--- src/rtl/fir_pkg.sv ---
// Shared FIR datapath types and default sizing.
package fir_pkg;

    localparam int unsigned FIR_N    = 16;
    localparam int unsigned FIR_TAPS = 8;
    localparam int unsigned IDX_W    = $clog2(FIR_TAPS);
    localparam int unsigned ACC_W    = FIR_N + IDX_W + 1;

    typedef enum logic [1:0] {IDLE, MAC, DONE} fir_state_t;

    typedef logic signed [FIR_N-1:0] sample_t;
    typedef logic signed [ACC_W-1:0] acc_t;

endpackage

--- src/rtl/fir_saturate.sv ---
// Combinational signed clamp from a wide accumulator down to the sample width.
module fir_saturate #(
    parameter int unsigned IN_W  = 20,
    parameter int unsigned OUT_W = 16
) (
    input  logic signed [IN_W-1:0]  din,
    output logic signed [OUT_W-1:0] dout_c
);

    localparam int unsigned TOP_W = IN_W - OUT_W + 1;

    logic [TOP_W-1:0] top_bits;

    assign top_bits = din[IN_W-1:OUT_W-1];

    // In range exactly when every bit above the output sign bit matches it.
    always_comb begin
        dout_c = din[OUT_W-1:0];
        if (!((top_bits == '0) || (top_bits == '1))) begin
            if (din[IN_W-1]) dout_c = {1'b1, {(OUT_W-1){1'b0}}};
            else             dout_c = {1'b0, {(OUT_W-1){1'b1}}};
        end
    end

endmodule

--- src/rtl/fir_mac_sequencer.sv ---
// Time-multiplexed FIR: walks one tap per clock through an external multiplier
// and emits one saturated output per accepted sample.
module fir_mac_sequencer
    import fir_pkg::*;
#(
    parameter int unsigned N    = FIR_N,
    parameter int unsigned TAPS = FIR_TAPS
) (
    input  logic                       clk,
    input  logic                       rst_n,
    input  logic signed [N-1:0]        in_sample,
    input  logic                       in_valid,
    output logic                       in_ready,
    input  logic                       coef_we,
    input  logic [$clog2(TAPS)-1:0]    coef_addr,
    input  logic signed [N-1:0]        coef_data,
    output logic signed [N-1:0]        mul_a,
    output logic signed [N-1:0]        mul_b,
    input  logic signed [N-1:0]        mul_p,
    output logic signed [N-1:0]        out_sample,
    output logic                       out_valid,
    input  logic                       out_ready
);

    localparam int unsigned IW = $clog2(TAPS);
    localparam int unsigned AW = N + IW + 1;

    fir_state_t          state_q;
    logic signed [N-1:0] x_q [TAPS];
    logic signed [N-1:0] h_q [TAPS];
    logic signed [AW-1:0] acc_q;
    logic [IW-1:0]        idx_q;

    logic signed [AW-1:0] acc_next_c;
    logic signed [N-1:0]  sat_c;

    assign acc_next_c = acc_q + AW'(mul_p);

    fir_saturate #(
        .IN_W  (AW),
        .OUT_W (N)
    ) u_sat (
        .din    (acc_next_c),
        .dout_c (sat_c)
    );

    // Multiplier operands track idx directly so the product returns in the same cycle.
    always_comb begin
        mul_a = '0;
        mul_b = '0;
        if (state_q == MAC) begin
            mul_a = x_q[idx_q];
            mul_b = h_q[idx_q];
        end
    end

    always_ff @(posedge clk or negedge rst_n) begin
        if (!rst_n) begin
            state_q    <= IDLE;
            acc_q      <= '0;
            idx_q      <= '0;
            in_ready   <= 1'b0;
            out_sample <= '0;
            out_valid  <= 1'b0;
            for (int k = 0; k < int'(TAPS); k++) begin
                x_q[k] <= '0;
                h_q[k] <= '0;
            end
        end else begin
            case (state_q)
                IDLE: begin
                    in_ready <= 1'b1;
                    if (coef_we) h_q[coef_addr] <= coef_data;
                    if (in_valid && in_ready) begin
                        x_q[0] <= in_sample;
                        for (int k = 1; k < int'(TAPS); k++) x_q[k] <= x_q[k-1];
                        acc_q    <= '0;
                        idx_q    <= '0;
                        in_ready <= 1'b0;
                        state_q  <= MAC;
                    end
                end
                MAC: begin
                    acc_q <= acc_next_c;
                    idx_q <= idx_q + IW'(1);
                    if (idx_q == IW'(TAPS - 1)) begin
                        idx_q      <= '0;
                        out_sample <= sat_c;
                        out_valid  <= 1'b1;
                        state_q    <= DONE;
                    end
                end
                DONE: begin
                    if (out_ready) begin
                        out_valid <= 1'b0;
                        in_ready  <= 1'b1;
                        state_q   <= IDLE;
                    end
                end
                default: state_q <= IDLE;
            endcase
        end
    end

endmodule
--- config.mk ---
export PLATFORM = sky130hd
export DESIGN_NAME = fir_mac_sequencer
export DESIGN_NICKNAME = d
export VERILOG_FILES = /design/src/rtl/fir_pkg.sv /design/src/rtl/fir_saturate.sv /design/src/rtl/fir_mac_sequencer.sv
export SDC_FILE = /design/constraint.sdc
export NUM_CORES = 1
export LEC_CHECK = 0
export BUFFER_PORTS_ARGS = -buffer_cell sky130_fd_sc_hd__clkbuf_2
export CORE_ASPECT_RATIO = 1.75
export CORE_MARGIN = 5
export CORE_UTILIZATION = 30
export DETAILED_ROUTE_END_ITERATION = 10
export PLACE_DENSITY = 0.54
export SKIP_CTS_REPAIR_TIMING = 1
export SLEW_MARGIN = 20
export SYNTH_ARGS = -nofsm -noshare
export SYNTH_HDL_FRONTEND = slang
export SYNTH_SLANG_ARGS = --single-unit
--- constraint.sdc ---
create_clock -name clk -period 3.5 [get_ports clk]
set_clock_uncertainty 0.15 [all_clocks]
set_input_delay 0.35 -clock clk [delete_from_list [all_inputs] [get_ports clk]]
set_output_delay 0.35 -clock clk [all_outputs]
set_load 0.05 [all_outputs]
# Word-level counts from Yosys, hierarchy flattened
# Index checks and enable logic that the tools add are counted.
[classes] mux=28 reduce_logical=15 n_addsub=2 eq_ne=7 n_lt_le_gt_ge=3 bitwise_logic=2
[ops] operator="$mux 16" count=9
[ops] operator="$bwmux 128" count=1
[ops] operator="$bmux 16 s3" count=2
[ops] operator="$demux 16 s3" count=1
[ops] operator="$pmux 20 s2" count=1
[ops] operator="$add 20x16->20" count=1
[ops] operator="$mux 20" count=1
[ops] operator="$reduce_and 2->1" count=5
[ops] operator="$ge 4x4->1 const B" count=2
[ops] operator="$not 3->4" count=2
[ops] operator="$mux 2" count=3
[ops] operator="$mux 3" count=2
[ops] operator="$pmux 2 s3" count=1
[ops] operator="$pmux 3 s2" count=1
[ops] operator="$reduce_and 3->1" count=2
[ops] operator="$reduce_bool 2->1" count=3
[ops] operator="$eq 5x5->1 const B" count=1
[ops] operator="$logic_not 5->1" count=1
[ops] operator="$lt 4x1->1 const B" count=1
[ops] operator="$mux 1" count=4
[ops] operator="$ne 2x2->1 const B" count=2
[ops] operator="$pmux 1 s2" count=2
[ops] operator="$add 3x1->3 const B" count=1
[ops] operator="$eq 3x3->1 const B" count=1
[ops] operator="other kinds (6)" count=7
[word_totals] wordCells=79 out_inout_bits=50 in_bits=56 reg_bits=299

# Longest topological paths before layout
# Gate-level depths: netlist of run 1.
[depth] ltp_word=6 mapped_depth=13 depth_no_buf=12

# Hierarchy
# Synthesis of run 1 repeated with hierarchy kept, for this count alone.
[hier_totals] hier_cells=1312 hier_area_um2=14725.4
[by_module_without_submodules] mod="fir_mac_sequencer" seq_area_each_um2=7482.2 n_inst=1 area_each_um2=14254.9 cells_each=1252
[by_module_without_submodules] mod="fir_saturate" seq_area_each_um2=0.0 n_inst=1 area_each_um2=470.5 cells_each=60

# Worst setup path before layout of run 1
# OpenSTA, ideal clock, no wires.
[synth_path] kind="reg2out" from="register idx_q[0]" to="output mul_a[0]" n_path_buf=2 path_slack_ns=0.792 t_required_ns=3.000 path_stages_with_launch=6 t_arrival_ns=2.208 path_cell_list="dfrtp_1 > buf_2 > buf_1 > mux4_2 > mux2i_1 > nor2_1"
[synth_via] elab_chain_len=5
[synth_lines] element="from (decl)" line="fir_mac_sequencer.sv:32" rtl="logic [IW-1:0] idx_q;"
[synth_lines] element="from (signal assigned)" line="fir_mac_sequencer.sv:85" rtl="idx_q <= idx_q + IW'(1);"
[synth_lines] element="$not 3->4 (implied by the code)" line="fir_mac_sequencer.sv:52" rtl="mul_a = x_q[idx_q];"
[synth_lines] element="$bmux 16 s3" line="fir_mac_sequencer.sv:52"
[synth_lines] element="$mux 16 (implied by the code) (2 in series)" line="fir_mac_sequencer.sv:52"
[synth_lines] element="$mux 16" line="fir_mac_sequencer.sv:51" rtl="if (state_q == MAC) begin"
[synth_lines] element="to (decl)" line="fir_mac_sequencer.sv:17" rtl="output logic signed [N-1:0] mul_a,"
# No other way between the ends. The select of a mux whose other input is x is not followed.

# Final worst setup path of run 1
[layout_path] from="register idx_q[0]" to="output mul_a[12]"
# The elaborated chain is that of the path after synthesis.

==> run metrics, run 1 <==
Internal=9.98 mW; Seq pwr share=around a third; Clock Latency Late Sink=0.60 ns; crit-path cells=buf_4 > mux4_2 > mux2i_1 > nor2_1 > clkbuf_2; Synthesized Nets=~1300; CTS Root Cell=clkbuf_16; Hold Vio Cnt, Final=0; ANT nets after route=0; synthesized area=0.0143 sq mm; placement row count=~110; DR WL/cell=17.2 microns; vias=about 10000; DR pass1 iterations=4; initial antenna violation count=0; DRT iter0 DRCs=a little over 500; total die area=around 0.052 sq mm; Total Routing Usage GR=13.2%; final global-route overflow total=0; Clock H-tree levels=1; Ant. Diodes=0; fin crit share=92.4%; FILL cells=about 4600; Crit Path Max Fanout=14; count leader, synth=nand2_1; Synth async-reset ratio=100%; Fin Setup TNS=0 ns; Die Span X=175 microns; share of cells above drive strength 1=29.2%; register bit count reported by yosys=299; Final #Nets=~1500; number of I/O port buffers=105; Pwr Density=994 mW/mm^2; Slew headroom=45.3%; synthesized area per cell=11.3 sq um; top_reg_cell synth=dfrtp_1; pin count of the biggest net entering global routing=83; Worst VDD drop=0.711 mV; first-pass GRT wire length=56600 microns; drt drc=0; Total Power=16.9 mW; Worst Hold Class=input port to register; Initial Util=30.3%; TritonCTS buffer count=31; CTS sink cnt=around 300; sequential area share after synthesis=52.5%; unrepaired setup endpoints after global routing=no; Via-to-Cell Ratio=approximately 4.8; CP peak stage delay=around 0.64 ns; endpoint class of the critical path=output pin; slew at the pin closest to its max-slew limit=between 0.8 and 0.9 ns; Lkg Pwr=roughly 8.0 nW; CTS max path bufs=3; storage element area=0.00749 sq mm; core area=roughly 0.047 sq mm; Synth top area share=52.5%; Startpoint Class=register; Synth area leader=dfrtp_1; synth top area cells=dfrtp_1 (52%), nand2_1 (11%), mux2_2 (10%); Comb power frac=44.7%; synthesized instance count=1263; Critical Path RT=3.00 ns; DP Wirelength=22600 microns; CTS tree=yes; WS Path Type=register to output pin; Slew Viols, Final=0; status=complete, no violations; P_sw=6.91 mW; multi-input logic area=0.00647 sq mm; final worst path period need=about 3.2 ns; final WL=34500 microns; synth warn=0; fin util=36.1%; Synth cell types=51; CTS clock-pin slew for the worst setup and hold paths=0.07 ns; Die Span Y=298 microns; MaxCap Viol Count=0; I/O pins=106; power share of the clock group=around 20%; Post-synth EDFFs=0; most common library cells after synthesis=nand2_1 (411), dfrtp_1 (299), mux2_2 (128); Placer Congestion=0.829; vias in the first global route=10200; Fmax=~300 MHz; Sw Share=approximately 40%; slowest CP cell=dfrtp_4; final setup fails=0; Worst Path Arrival=2.73 ns; Area Overhead vs Synth=19.1%
## final timing paths
kind                           from            end  slack, ns  depth (start not counted)
max in group asynchronous     rst_n       x_q[106]       2.13                          3
hold reg to reg              x_q[0]         x_q[0]       0.32                          2
hold / removal             mul_p[0]       acc_q[0]       0.05                          4
setup reg to reg           acc_q[3]  out_sample[3]       0.49                         11
setup / recovery           idx_q[0]      mul_a[12]       0.27                          5
min in group asynchronous     rst_n        h_q[87]       0.15                          2
## per-layer routing
| layer | global-route usage, % | routed length (microns) | vias up |
|---|---|---|---|
| met1 | 16.4 | 14500 | 4904 |
| met5 | 0 | 0 | - |
| met4 | 4.36 | 1040 | 0 |
| met2 | 23.7 | 17700 | 162 |
| li1 | - | - | 4615 |
| met3 | 1.77 | 1210 | 55 |
## state kept, by name, summed over array words and instances (netlist names)
| signal | cells |
|---|---|
| x_q | 128 |
| h_q | 128 |
| in_ready | 1 |
| idx_q | 3 |
| out_sample | 16 |
| state_q | 2 |
| out_valid | 1 |
| acc_q | 20 |
## power groups by stage
stage,Clock [mW],Sequential [mW],Combinational (mW)
3_3_place_gp,0,5.94,7.53
5_1_grt,3.61,6.16,8.27
3_5_place_dp,0,6.02,7.65
6_report,3.39,5.96,7.54
4_1_cts,3.51,5.97,7.66
2_1_floorplan,0,5.91,5.65
## kinds of logic after synthesis
logic type                 count (synthesis)  synth area share [%]
DFF                                      299                  52.5
AOI/OAI and AO/OA                         93                  4.98
muxes                                    224                  22.5
and+or+nand+nor                          530                  14.9
buffers and inverters                     81                  2.28
adders and majority gates                 22                  1.98
xor gates and xnor gates                  14                 0.860
## layout make-up
cell class / instances / share of cell area [%]
clock buffers: 40 / 5.06
flip-flops and latches: 299 / 44.1
well taps: 588 / 4.33
clock inverters: 18 / 1.08
inverters: 9 / 0.199
multi-input cells: 883 / 38.1
repair buffers: 172 / 7.13
## critical path: cells and delay by family (launching register included)
kind	cells	cell delay, ns
buf+inv	2	0.62
flops	1	0.64
mux	2	0.74
simple gates	1	0.12
## cell usage in the layout (no fill, tap or decap), types with 5 or more instances in the layout
master,instances
clkbuf_2,104
buf_4,26
xor2_1,7
o22ai_1,6
nand2_1,411
o21ai_0,31
buf_12,7
dfrtp_1,296
and3_1,7
xnor2_1,7
nor2_1,61
mux4_2,64
dlygate4sd3_1,34
mux2_2,128
mux2i_1,32
inv_1,9
a21oi_1,14
clkbuf_16,31
clkinv_2,7
a21o_1,5
clkbuf_8,5
o22ai_2,10
nand3_1,25
ha_1,21
## through the flow
step	instance area [sq um]	std cells	worst slack [ns]	hold slack [ns]
6_report	17000	2009	0.265	0.0522
3_3_place_gp	15600	1917	0.426	0.205
4_1_cts	16600	1975	0.149	-0.441
2_1_floorplan	14300	1263	0.792	-0.0956
3_5_place_dp	15600	1917	0.390	0.213
5_1_grt	17000	2009	0.119	0.0712
Power figures use the tool's default switching activity.
==> run 2, diff against run 1 <==
--- a/config.mk
+++ b/config.mk
@@ -5,12 +5,12 @@
 export SDC_FILE = /design/constraint.sdc
 export NUM_CORES = 1
 export LEC_CHECK = 0
-export BUFFER_PORTS_ARGS = -buffer_cell sky130_fd_sc_hd__clkbuf_2
 export CORE_ASPECT_RATIO = 1.75
 export CORE_MARGIN = 5
 export CORE_UTILIZATION = 30
 export DETAILED_ROUTE_END_ITERATION = 10
-export PLACE_DENSITY = 0.54
+export DONT_BUFFER_PORTS = 1
+export PLACE_DENSITY = 0.52
 export SKIP_CTS_REPAIR_TIMING = 1
 export SLEW_MARGIN = 20
 export SYNTH_ARGS = -nofsm -noshare
==> run metrics, run 2 (synthesis results as in run 1) <==
Die Span X=175 microns (unchanged); Final #Nets=1394 (was 1474); violations in the final reports=negative hold slack; endpoint class of the critical path=output pin (unchanged); Initial Util=30.3% (unchanged); reg2reg path depth=11 (unchanged); Fin Setup TNS=0 ns (unchanged); reg2reg end=out_sample[1] (was out_sample[3]); CTS sink cnt=299 (unchanged); placement row count=105 (unchanged); DR WL/cell=17.8 microns (was 17.2 microns); CTS tree=yes (unchanged); Worst Hold Class=input port to asynchronous set/reset pin (was input port to register); DP Wirelength=21700 microns (was 22600 microns); Clock H-tree levels=1 (unchanged); RR Startpoint=acc_q[3] (unchanged); Total Routing Usage GR=13.1% (was 13.2%); Via-to-Cell Ratio=4.90 (was 4.85); fin util=35.5% (was 36.1%); Critical Path RT=3.00 ns (about the same); fin crit share=90.9% (was 92.4%); final worst path period need=3.18 ns (was 3.23 ns); crit-path cells=buf_12 > mux4_2 > mux2i_1 > nor2_1 > buf_4 (was buf_4 > mux4_2 > mux2i_1 > nor2_1 > clkbuf_2); biggest regs=h_q: 128 flops, x_q: 128 flops, acc_q: 20 flops (unchanged); I/O pins=106 (unchanged); Startpoint Class=register (unchanged); Crit Path Max Fanout=27 (was 14); core area=0.0470 sq mm (unchanged); MaxCap Viol Count=0 (unchanged); Worst VDD drop=0.775 mV (was 0.711 mV); CTS Root Cell=clkbuf_16 (unchanged); number of I/O port buffers=0 (was 105); critical path's top delay family=multiplexers (unchanged); CP peak stage delay=0.62 ns (was 0.64 ns); Lkg Pwr=7.74 nW (was 8.02 nW); DR pass1 iterations=5 (was 4); ANT nets after route=0 (unchanged); CTS max path bufs=3 (unchanged); share of cells above drive strength 1=24.8% (was 29.2%); final setup fails=0 (unchanged); first-pass GRT wire length=55800 microns (was 56600 microns); commonest cells after routing, fill and taps aside=nand2_1 (411), dfrtp_1 (296), mux2_2 (128) (unchanged); final WL=34200 microns (was 34500 microns); Hold Vio Cnt, Final=299 (was 0); dpl cell area=0.0152 sq mm (was 0.0156 sq mm); vias in the first global route=9991 (was 10200); DRT iter0 DRCs=455 (was 517); initial antenna violation count=0 (unchanged); Slew Viols, Final=0 (unchanged); Die Span Y=298 microns (unchanged); total die area=0.0521 sq mm (unchanged); pin count of the biggest net entering global routing=300 (was 83); Ant. Diodes=0 (unchanged); Area Overhead vs Synth=17.0% (was 19.1%); Clock Latency Late Sink=0.60 ns (about the same); TritonCTS buffer count=31 (unchanged); status=complete, but fails checks (was complete, no violations); unrepaired setup endpoints after global routing=no (unchanged); Pwr Density=1020 mW/mm^2 (was 994 mW/mm^2); Worst Path Buf+Inv=2 (unchanged); Placer Congestion=0.847 (was 0.829); vias=9437 (was 9736); WS Path Type=register to output pin (unchanged); FF-to-FF setup slack=0.42 ns (was 0.49 ns); Fmax=314 MHz (was 309 MHz); commonest non-fill, non-tap cell in the layout=nand2_1 (unchanged); CTS clock-pin slew for the worst setup and hold paths=0.06 ns (was 0.07 ns); WHS=-0.698 ns (was 0.0522 ns); Slew headroom=34.8% (was 45.3%); slew at the pin closest to its max-slew limit=0.978 ns (was 0.820 ns); slowest CP cell=dfrtp_4 (unchanged); drt drc=0 (unchanged); Worst Path Arrival=2.68 ns (was 2.73 ns); final global-route overflow total=0 (unchanged); final instance area=0.0167 sq mm (was 0.0170 sq mm)
## run 2: changes by cell type in the layout (fill, tap and decap cells not counted), sizes merged
cell	change
clkbuf	-104
buf	+22
bufinv	+3
clkinvlp	-3
dlygate4sd3	+2
inv	-2
clkinv	-1
## run 2: worst max path at each step
stage | from | end | slack (ns) | cells after the start
2_1_floorplan | idx_q[0] | mul_a[0] | 0.79 | 5
3_3_place_gp | acc_q[3] | out_sample[10] | 0.52 | 11
3_5_place_dp | acc_q[3] | out_sample[7] | 0.47 | 11
4_1_cts | idx_q[0] | mul_a[10] | 0.17 | 5
5_1_grt | idx_q[0] | mul_a[10] | 0.16 | 5
6_report | idx_q[0] | mul_a[10] | 0.32 | 5
## run 2: area by class of cell
cell class                 instances  area, sq um
clock buffer                      40          880
clock inverter                    15          231
fill                            4630        30300
inverter                           9         33.8
multi-input combinational        883         6470
sequential                       299         7490
tap                              588          736
timing repair buffer              92          843
## run 2: stage by stage
step | setup WS, ns | std cells | power (mW) | hold WS, ns
floorplan | 0.792 | 1263 | 11.6 | -0.0956
detailed placement | 0.468 | 1835 | 13.6 | -0.0891
CTS | 0.175 | 1890 | 17.3 | -0.743
global route | 0.159 | 1926 | 18.3 | -0.734
finish | 0.320 | 1926 | 17.1 | -0.698
global placement | 0.520 | 1835 | 13.5 | -0.0884
## run 2: metal layers
layer / vias to the layer above / part of all wire (%) / track usage (%)
met2: 163 / 52 / 23.5
met5: - / 0 / 0
li1: 4452 / - / -
met3: 57 / 4.3 / 2.24
met1: 4765 / 41 / 15.9
met4: 0 / 3.1 / 4.46
## run 2: power breakdown
group | internal, mW | switching (mW) | leakage [nW]
Combinational | 3.17 | 4.06 | 3.41
Sequential | 4.97 | 1.29 | 3.77
Clock | 2.15 | 1.44 | 0.549
Total | 10.3 | 6.79 | 7.74
==> run 3, diff against run 2 <==
--- a/config.mk
+++ b/config.mk
@@ -5,8 +5,9 @@
 export SDC_FILE = /design/constraint.sdc
 export NUM_CORES = 1
 export LEC_CHECK = 0
+export ABC_CLOCK_PERIOD_IN_PS = 3500
 export CORE_ASPECT_RATIO = 1.75
-export CORE_MARGIN = 5
+export CORE_MARGIN = 4
 export CORE_UTILIZATION = 30
 export DETAILED_ROUTE_END_ITERATION = 10
 export DONT_BUFFER_PORTS = 1
==> run metrics, run 3 (synthesis results as in run 1) <==
WHS=-0.662 ns (was -0.698 ns); Slew Viols, Final=0 (unchanged); ANT nets after route=0 (unchanged); TritonCTS buffer count=31 (unchanged); Total Routing Usage GR=13.5% (was 13.1%); Via-to-Cell Ratio=4.89 (was 4.90); Pwr Density=1030 mW/mm^2 (was 1020 mW/mm^2); Die Span Y=296 microns (was 298 microns); final setup fails=0 (unchanged); Ant. Diodes=0 (unchanged); Internal=10.4 mW (was 10.3 mW); Slew headroom=28.8% (was 34.8%); placed insts=1837 (was 1835); MaxCap Viol Count=0 (unchanged); Sw Share=39.6% (was 39.8%); Worst Path Arrival=2.66 ns (was 2.68 ns); Die Span X=173 microns (was 175 microns); Placer Congestion=0.830 (was 0.847); commonest cells after routing, fill and taps aside=nand2_1 (411), dfrtp_1 (296), mux2_2 (128) (unchanged); Lkg Pwr=7.75 nW (was 7.74 nW); Worst Hold Class=input port to asynchronous set/reset pin (unchanged); status=complete, but fails checks (unchanged); CTS max path bufs=3 (unchanged); Seq pwr share=36.4% (was 36.7%); routed length on met2=17700 microns (about the same); met1 WL=14500 microns (was 14000 microns); commonest non-fill, non-tap cell in the layout=nand2_1 (unchanged); biggest regs=h_q: 128 flops, x_q: 128 flops, acc_q: 20 flops (unchanged); violations in the final reports=negative hold slack (unchanged); power share of the clock group=21.5% (was 21.0%); Clock Latency Late Sink=0.59 ns (was 0.60 ns); pin count of the biggest net entering global routing=300 (unchanged); fin crit share=90.3% (was 90.9%); Comb power frac=42.1% (was 42.3%); share of cells above drive strength 1=25.1% (was 24.8%); total die area=0.0512 sq mm (was 0.0521 sq mm); DRT iter0 DRCs=532 (was 455); Critical Path RT=3.00 ns (about the same); WS Path Type=register to output pin (unchanged); Area Overhead vs Synth=17.2% (was 17.0%); Layout Cells excl Fill=1928 (was 1926); CTS Root Cell=clkbuf_16 (unchanged); Fin Setup TNS=0 ns (unchanged); final global-route overflow total=0 (unchanged); CTS tree=yes (unchanged); Final #Nets=1394 (unchanged); Clock H-tree levels=1 (unchanged); Fmax=316 MHz (was 314 MHz); P_sw=6.79 mW (about the same); DP Wirelength=21200 microns (was 21700 microns); post-route setup slack=0.338 ns (was 0.320 ns); Hold Vio Cnt, Final=299 (unchanged); DR pass1 iterations=5 (unchanged); endpoint class of the critical path=output pin (unchanged); FILL cells=4600 (was 4630); placement row count=105 (unchanged); slew at the pin closest to its max-slew limit=1.07 ns (was 0.978 ns); Crit Path Max Fanout=13 (was 27); I/O pins=106 (unchanged); Initial Util=30.4% (was 30.3%); Setup WS pre-CTS=0.450 ns (was 0.468 ns); DR WL/cell=17.9 microns (was 17.8 microns); first-pass GRT wire length=56200 microns (was 55800 microns); CTS clock-pin slew for the worst setup and hold paths=0.06 ns (about the same); vias in the first global route=9951 (was 9991); initial antenna violation count=0 (unchanged); CTS sink cnt=299 (unchanged); metal3 WL=1410 microns (was 1470 microns); drt drc=0 (unchanged); DR top layer=met4 (unchanged); fin util=35.6% (was 35.5%); final WL=34600 microns (was 34200 microns); number of I/O port buffers=0 (unchanged); unrepaired setup endpoints after global routing=no (unchanged); Startpoint Class=register (unchanged); vias=9427 (was 9437); Worst VDD drop=0.622 mV (was 0.775 mV); final worst path period need=3.16 ns (was 3.18 ns); core area=0.0469 sq mm (was 0.0470 sq mm)
## run 3: cell types whose count changed in the layout (fill, tap and decap cells not counted), sizes merged
cell,change
dlygate4sd3,-2
clkinv,+2
inv,+1
bufinv,+2
clkinvlp,+1
clkbuf,-4
buf,+2
## run 3: power by group through the flow
stage	logic (mW)	clock network [mW]	registers [mW]
3_5_place_dp	7.29	0	6.31
2_1_floorplan	5.65	0	5.91
5_1_grt	7.95	3.98	6.44
3_3_place_gp	7.20	0	6.23
4_1_cts	7.31	3.84	6.26
6_report	7.22	3.70	6.24
## run 3: path summary, 6_finish.rpt
check	slack, ns	endpoint	depth (start not counted)	startpoint
max in group asynchronous	3.00	x_q[6]	0	rst_n
max reg2reg	0.46	out_sample[0]	11	acc_q[3]
min in group clk	0.04	out_sample[1]	3	mul_p[1]
min	-0.66	x_q[75]	0	rst_n
max	0.34	mul_a[8]	5	idx_q[0]
min reg2reg	0.32	x_q[9]	2	x_q[9]
## run 3: stage by stage
stage | power [mW] | hold WS (ns) | cell area (sq um)
2_1_floorplan | 11.6 | -0.0956 | 14300
3_3_place_gp | 13.4 | -0.0826 | 15200
3_5_place_dp | 13.6 | -0.0816 | 15200
4_1_cts | 17.4 | -0.710 | 16400
5_1_grt | 18.4 | -0.702 | 16700
6_report | 17.2 | -0.662 | 16700
## run 3: routing by layer
metal | vias to the layer above | GRT usage [%]
met5 | - | 0
met4 | 0 | 4.48
met3 | 54 | 2.38
met2 | 169 | 24.0
met1 | 4766 | 16.7
li1 | 4438 | -
## run 3: critical path: stages, from the launching register on
cell and delay [ns]:
dfrtp_4 0.59, buf_4 0.36, mux4_2 0.54, mux2i_1 0.25
nor2_1 0.08, buf_4 0.22
## run 3: final cells by class
| type | count | area (sq um) | share of cell area (%) |
|---|---|---|---|
| Clock buffer | 36 | 835 | 5.00 |
| Clock inverter | 21 | 312 | 1.87 |
| Inverter | 9 | 33.8 | 0.202 |
| Multi-Input combinational cell | 883 | 6470 | 38.7 |
| Sequential cell | 299 | 7490 | 44.8 |
| Tap cell | 588 | 736 | 4.41 |
| Timing Repair Buffer | 92 | 826 | 4.94 |
